$ cat src/rtl/pc_unit.sv
// Fetch program counter with stall, redirect, exception entry/return and a
// one-deep buffer that keeps a redirect which lands during a stall.
module pc_unit #(
  parameter int unsigned      WIDTH      = 32,
  parameter logic [WIDTH-1:0] RESET_ADDR = 32'h0000_3000,
  parameter logic [WIDTH-1:0] EXC_ADDR   = 32'h0000_4180,
  parameter int unsigned      STEP       = 4
) (
  input  logic             clk,
  input  logic             reset,
  input  logic             stall,
  input  logic             br_valid,
  input  logic [WIDTH-1:0] br_target,
  input  logic             exc_req,
  input  logic [WIDTH-1:0] exc_epc,
  input  logic             eret,
  output logic [WIDTH-1:0] pc,
  output logic [WIDTH-1:0] pc_plus,
  output logic [WIDTH-1:0] epc,
  output logic             pend,
  output logic             misalign
);

  typedef enum logic {
    IDLE = 1'b0,
    PEND = 1'b1
  } state_t;

  localparam logic [WIDTH-1:0] STEP_W = WIDTH'(STEP);

  state_t           state, state_next;
  logic [WIDTH-1:0] btgt, btgt_next;
  logic [WIDTH-1:0] pc_next, epc_next;

  always_ff @(posedge clk) begin
    if (!reset) begin
      pc    <= RESET_ADDR;
      epc   <= '0;
      btgt  <= '0;
      state <= IDLE;
    end else begin
      pc    <= pc_next;
      epc   <= epc_next;
      btgt  <= btgt_next;
      state <= state_next;
    end
  end

  // Priority: exception, eret, stall (buffer redirect), live redirect,
  // buffered redirect, sequential.
  always_comb begin
    pc_next    = pc;
    epc_next   = epc;
    btgt_next  = btgt;
    state_next = state;
    if (exc_req) begin
      pc_next    = EXC_ADDR;
      epc_next   = exc_epc;
      state_next = IDLE;
    end else if (eret) begin
      pc_next    = epc;
      state_next = IDLE;
    end else if (stall) begin
      if (br_valid) begin
        btgt_next  = br_target;
        state_next = PEND;
      end
    end else if (br_valid) begin
      pc_next    = br_target;
      state_next = IDLE;
    end else if (state == PEND) begin
      pc_next    = btgt;
      state_next = IDLE;
    end else begin
      pc_next = pc + STEP_W;
    end
  end

  assign pc_plus  = pc + STEP_W;
  assign pend     = (state == PEND);
  assign misalign = (pc[1:0] != 2'b00);

endmodule

$ cat config.mk
export PLATFORM = sky130hd
export DESIGN_NAME = pc_unit
export DESIGN_NICKNAME = d
export VERILOG_FILES = /design/src/rtl/pc_unit.sv
export SDC_FILE = /design/constraint.sdc
export NUM_CORES = 1
export LEC_CHECK = 0
export ABC_AREA = 0
export CELL_PAD_IN_SITES_DETAIL_PLACEMENT = 0
export CELL_PAD_IN_SITES_GLOBAL_PLACEMENT = 1
export CORE_MARGIN = 10
export CORE_UTILIZATION = 37
export DETAILED_ROUTE_END_ITERATION = 10
export MAX_ROUTING_LAYER = met4
export PLACE_DENSITY = 0.95
export SYNTH_ARGS = -nofsm -noshare
export SYNTH_HDL_FRONTEND = slang
export SYNTH_SLANG_ARGS = --single-unit
$ cat constraint.sdc
create_clock -name clk -period 3.7 [get_ports clk]
set_input_delay 0.37 -clock clk [delete_from_list [all_inputs] [get_ports clk]]
set_output_delay 0.37 -clock clk [all_outputs]
set_load 0.02 [all_outputs]
==> results of run 1 <==
-- logic make-up (layout without fill, tap and decap cells) --
kind of cell,count (synthesis),count (layout),synth area share [%]
xor gates and xnor gates,25,25,4.09
other,0,1,0
adders and majority gates,1,1,0.234
AOI/OAI and AO/OA,177,177,23.1
muxes,35,35,6.55
and+or+nand+nor,242,242,23.9
buffers and inverters,67,210,5.80
DFF,97,97,36.3
-- registers in the layout, indices dropped and copies added (netlist names), named ones only --
signal / flops
btgt: 32
epc: 32
pc: 30
pend: 1
-- final timing paths --
check        slack (ns)                  from              endpoint  cells past startpoint
max                0.59    pc[6]$_SDFFE_PP0P_           pc_plus[25]                      5
min                0.39                 reset  epc[26]$_SDFFE_PN0P_                      2
max reg2reg        1.23     pend$_SDFFE_PP0P_   pc[21]$_SDFFE_PP0P_                      5
min reg2reg        0.45  btgt[8]$_SDFFE_PN0P_  btgt[8]$_SDFFE_PN0P_                      2
-- power by group through the flow --
stage / clock network (mW) / logic [mW] / registers [mW]
2_1_floorplan: 0 / 0.224 / 1.19
3_3_place_gp: 0 / 0.509 / 1.16
3_5_place_dp: 0 / 0.510 / 1.16
4_1_cts: 0.858 / 0.513 / 1.14
5_1_grt: 0.901 / 0.547 / 1.15
6_report: 0.853 / 0.512 / 1.14
-- through the flow --
step | cells | total power [mW] | area [µm²]
finish | 968 | 2.51 | 7370
global route | 968 | 2.60 | 7370
CTS | 967 | 2.51 | 7370
detailed placement | 953 | 1.67 | 7120
global placement | 953 | 1.67 | 7120
floorplan | 644 | 1.41 | 5350
-- area by class of cell --
type / instances / area (µm²)
well taps: 180 / 225
diodes: 1 / 2.50
multi-input cells: 480 / 3100
fillers: 1367 / 6670
clock buffers: 13 / 240
repair buffers: 185 / 1810
inverters: 11 / 41.3
clock inverters: 1 / 5.00
flip-flops and latches: 97 / 1940
-- worst max-delay path, stage by stage (launching register included) --
cell and delay (ns):
dfxtp_1 0.53, and3_2 0.29, nand4_1 0.24, nor3_1 0.48, xor2_1 0.20, clkdlybuf4s50_1 0.64
-- cell usage in the layout (no fill, tap or decap), types with 4 or more instances in the layout --
| master | n |
|---|---|
| a21oi_1 | 39 |
| a32o_1 | 4 |
| xnor2_1 | 17 |
| dfxtp_1 | 97 |
| o21a_1 | 4 |
| a221oi_1 | 13 |
| nand2_1 | 94 |
| nand3_1 | 17 |
| a221o_1 | 9 |
| nand4_1 | 11 |
| o31ai_1 | 5 |
| nand3b_1 | 5 |
| xor2_1 | 8 |
| a21boi_0 | 30 |
| clkbuf_16 | 9 |
| clkdlybuf4s50_1 | 165 |
| a31oi_1 | 7 |
| buf_4 | 17 |
| o21ai_0 | 27 |
| a21boi_1 | 4 |
| or2_2 | 4 |
| clkbuf_1 | 4 |
| mux2i_1 | 35 |
| nor2_1 | 20 |
| nor4_1 | 8 |
| nor3_1 | 12 |
| o211ai_1 | 4 |
| nor2b_1 | 38 |
| inv_1 | 11 |
| nand2b_1 | 9 |
-- routing by layer --
| metal | up-vias | track usage (%) | part of all wire [%] |
|---|---|---|---|
| met1 | 2578 | 26.2 | 44 |
| li1 | 2591 | - | - |
| met4 | 0 | 7.23 | 2.5 |
| met2 | 260 | 30.2 | 45 |
| met5 | - | - | 0 |
| met3 | 35 | 5.14 | 7.8 |
==> flow_summary.ini, run 1 <==
[run_status]
status = completed

[clock_tree]
cts-buffers-inserted = 9
clkLatencyLatePin_ns = 0.36
clock_path_buffers = 2
hold_buffers = 0
clock-sinks = 97
htreeDepth = 3
clk_pin_slew_worst_paths_ns = 0.07
post_cts_buffers = 0
cts_resized = 0
cts_tree = done
cts_root_buf = clkbuf_16

[setup_path]
cp_max_fo = 9
worstSetupStartpointType = register
crit_type = register to output pin
cp-end-kind = output pin
worstPathRequired_ns = 3.33
worstPathArrival_ns = 2.74

[finish]
finish.utilization_pct = 52.5
finalNetCount = 855
layout-drive-gt1-share_pct = 6.23
area_delta_synth_final_pct = 37.7

[run]
drv_cap = 0

[global_route]
grt_max_degree = 64
grt-ovfl-total = 0
grt_pass1_vias = 5300
grt.total_usage_pct = 20.4
grt_pass1_wl_um = 31200
antenna_found_initial = 1

[synth]
avgSynthCellArea_um2 = 8.31
ys_warn_count = 0
synth_most_common_cell = dfxtp_1
synth_cells = 644
syn_area_um2 = 5350
syn_nets = 715
yosysTopAreaCellShare_pct = 36.3
netlist-cell-type-count = 68
synth_common_cells = dfxtp_1, nand2_1, a21oi_1, nor2b_1, mux2i_1
synth.area.top_cells = dfxtp_1, nand2_1, mux2i_1
ys.flop_type = dfxtp_1
synth_edf_count = 0
synth_area_leader_cell = dfxtp_1
ys_seq_area_share_pct = 36.3
synth-seq-cells = 97
async_reset_ff_share_pct = 0

[place]
dp_slack_ns = 0.978
gp_congestion = 0.949
dpl.hpwl_um = 14900
io_buffers = 167

[sta]
finalSetupTns_ns = 0
fin_ws_ns = 0.587
setup_viol = 0
slew_headroom_pct = 44.9
rsz0062_at_grt = no
tightest_slew_ns = 0.820
min_period_ns = 3.11
fmax_mhz = 321
hold-worst-slack_ns = 0.387
hold_violations = 0
finalMaxSlewViolations = 0
clock_skew_ns = 0.00862
period_share_pct = 84.1

[route]
drt_pass1_iterations = 5
ant_nets = 0
drtIter0Drc = 575
drc = 0
route.vias.total = 5464
vias_per_cell = 5.64
wl_um = 20200
wl_per_cell_um = 20.8

[pwr]
p_sw_share_pct = 28.7
pwr-share-clk_pct = 34.0
p_sw_mw = 0.720
leakagePower_nw = 2.68
pwr-share-comb_pct = 20.4
power.density_nw_per_um2 = 340
internal_power_mw = 1.79
ir_drop_uv = 232
seq_power_share_pct = 45.5

[floorplanning]
chipWidth_um = 140
rows = 43
fp.dieH_um = 140
start_util_pct = 38.1
coreArea_um2 = 14000
die-area_um2 = 19700
ios = 168

[hold_path]
worstHoldPathType = primary input to register
Note: power is estimated with default switching activity, not from simulation.
==> run 2: changes to the inputs <==
--- a/config.mk
+++ b/config.mk
@@ -9,10 +9,10 @@
 export CELL_PAD_IN_SITES_DETAIL_PLACEMENT = 0
 export CELL_PAD_IN_SITES_GLOBAL_PLACEMENT = 1
 export CORE_MARGIN = 10
-export CORE_UTILIZATION = 37
+export CORE_UTILIZATION = 34
 export DETAILED_ROUTE_END_ITERATION = 10
 export MAX_ROUTING_LAYER = met4
-export PLACE_DENSITY = 0.95
+export PLACE_DENSITY = 0.9
 export SYNTH_ARGS = -nofsm -noshare
 export SYNTH_HDL_FRONTEND = slang
 export SYNTH_SLANG_ARGS = --single-unit
==> constraint.sdc (replaced) <==
create_clock -name clk -period 3.1 [get_ports clk]
set_input_delay 0.31 -clock clk [delete_from_list [all_inputs] [get_ports clk]]
set_output_delay 0.31 -clock clk [all_outputs]
set_load 0.02 [all_outputs]
==> flow_summary.ini, run 2 (synthesis gave the netlist of run 1 again) <==
[run_status]
status = completed

[setup_path]
crit_chain = ha_1, nand3_2, nor4_1, nand2_1, xnor2_1, clkdlybuf4s50_1
r2r_start = pc[4]$_SDFFE_PP0P_
path_delay_family = simple AND/OR/NAND/NOR gates
crit_type = register to output pin
r2r_end = pc[21]$_SDFFE_PP0P_
critPathMaxStageDelay_ns = 0.67
cp-end-kind = output pin
rrSetupSlack_ns = 1.05
worstSetupStartpointType = register
worstPathArrival_ns = 2.73
crit_buf_inv = 1
crit_path_top_delay_cell = clkdlybuf4s50_1
r2r_cells = 6
worstPathRequired_ns = 2.79
cp_max_fo = 7

[place]
gp_congestion = 0.902
dp_slack_ns = 0.325
dpl.hpwl_um = 15100
io_buffers = 167

[finish]
layout-drive-gt1-share_pct = 9.14
area_delta_synth_final_pct = 41.2
final_cell_mix = clkdlybuf4s50_1, dfxtp_1, nand2_1, a21oi_1, nor2b_1
finalNetCount = 865
top_regs = btgt: 32 flops, epc: 32 flops, pc: 30 flops
layout_commonest_cell = clkdlybuf4s50_1
num_antenna_cells = 0

[sta]
min_period_ns = 3.04
period_share_pct = 97.9
slew_headroom_pct = 64.0
finalMaxSlewViolations = 0
tightest_slew_ns = 0.539
finalSetupTns_ns = 0
fmax_mhz = 329
clock_skew_ns = 0.0147
rsz0062_at_grt = yes
setup_viol = 0
fin_ws_ns = 0.0649
hold_violations = 0
hold-worst-slack_ns = 0.374

[route]
wl_um = 20000
drc = 0
ant_nets = 0
route.vias.total = 5358
drtIter0Drc = 428
vias_per_cell = 5.30
wl_per_cell_um = 19.8
drt_pass1_iterations = 5

[floorplanning]
ios = 168
start_util_pct = 35.0
coreArea_um2 = 15300
chipWidth_um = 145
die-area_um2 = 21200
rows = 45
fp.dieH_um = 145

[pwr]
power_mw = 3.06
leakagePower_nw = 2.80
ir_drop_uv = 302
power.density_nw_per_um2 = 405

[clock_tree]
cts_root_buf = clkbuf_16
clk_pin_slew_worst_paths_ns = 0.08
clkLatencyLatePin_ns = 0.35
clock-sinks = 97
cts-buffers-inserted = 9
htreeDepth = 3
cts_tree = done
clock_path_buffers = 2

[hold_path]
min_path_cells = 2
worstHoldPathType = primary input to register
min-delay-start = reset
whs_endpoint = epc[0]$_SDFFE_PN0P_

[global_route]
antenna_found_initial = 0
grt.total_usage_pct = 18.6
grt_max_degree = 60
grt-ovfl-total = 0
grt_pass1_vias = 5158
grt_pass1_wl_um = 30800

[run]
drv_cap = 0
[run 2: cell types whose count changed in the layout (fill, tap and decap cells not counted), sizes merged, moves of 2 or more]
cell / previous run / this run
clkdlybuf4s50: 165 / 163
dlymetal6s2s: 0 / 2
clkbuf: 13 / 10
buf: 20 / 30
clkinvlp: 0 / 2
clkinv: 1 / 3
[run 2: metal layers]
| metal | GRT usage, % | vias to the layer above | wire (µm) |
|---|---|---|---|
| met5 | - | - | 0 |
| met4 | 5.11 | 0 | 328 |
| met3 | 3.91 | 20 | 1360 |
| met2 | 28.8 | 215 | 9170 |
| met1 | 24.1 | 2522 | 9160 |
| li1 | - | 2601 | - |
[run 2: worst max-delay path by stage]
stage                              startpoint          end  slack, ns  cells past startpoint
final                      pc[3]$_SDFFE_PP0P_  pc_plus[28]       0.06                      6
after global routing      pc[13]$_SDFFE_PN1P_  pc_plus[18]      -0.03                      5
after CTS                  pc[3]$_SDFFE_PP0P_  pc_plus[20]     -0.009                      6
after detailed placement   pc[3]$_SDFFE_PP0P_  pc_plus[16]       0.32                      5
after global placement     pc[3]$_SDFFE_PP0P_  pc_plus[16]       0.40                      5
after floorplan            pc[2]$_SDFFE_PP0P_  pc_plus[16]       0.89                      5
[run 2: worst register-to-register path: stages (launching register included)]
cell and delay (ns):
dfxtp_1 0.53, nand4_2 0.34, nor3_4 0.34, buf_4 0.18, nand4_4 0.12, a21o_1 0.20, a221oi_2 0.26
[run 2: metrics by stage]
step                utilization [%]  area, µm²  instances
detailed placement             47.0       7200        991
CTS                            49.0       7500       1007
floorplan                         -       5350        644
global placement               47.0       7200        991
global route                   49.3       7560       1010
finish                         49.3       7560       1010
[run 2: final cells by class]
cell class | instances | area [µm²]
clock buffers | 10 | 239
clock inverters | 6 | 42.5
fillers | 1515 | 7760
inverters | 11 | 41.3
multi-input cells | 480 | 3150
flip-flops and latches | 97 | 1940
well taps | 211 | 264
repair buffers | 195 | 1880
[run 2: power by group]
part,switching (mW),total [mW],internal (mW)
Sequential,0.0609,1.36,1.30
Combinational,0.313,0.613,0.300
Clock,0.522,1.09,0.568
Total,0.896,3.06,2.17
[run 2: what timing repair did]
item	CTS	global route
pin swaps	0	4
setup endpoints to repair	2	10
buffers inserted	0	3
resized for setup	3	8
gates cloned	0	0
hold buffers	0	0
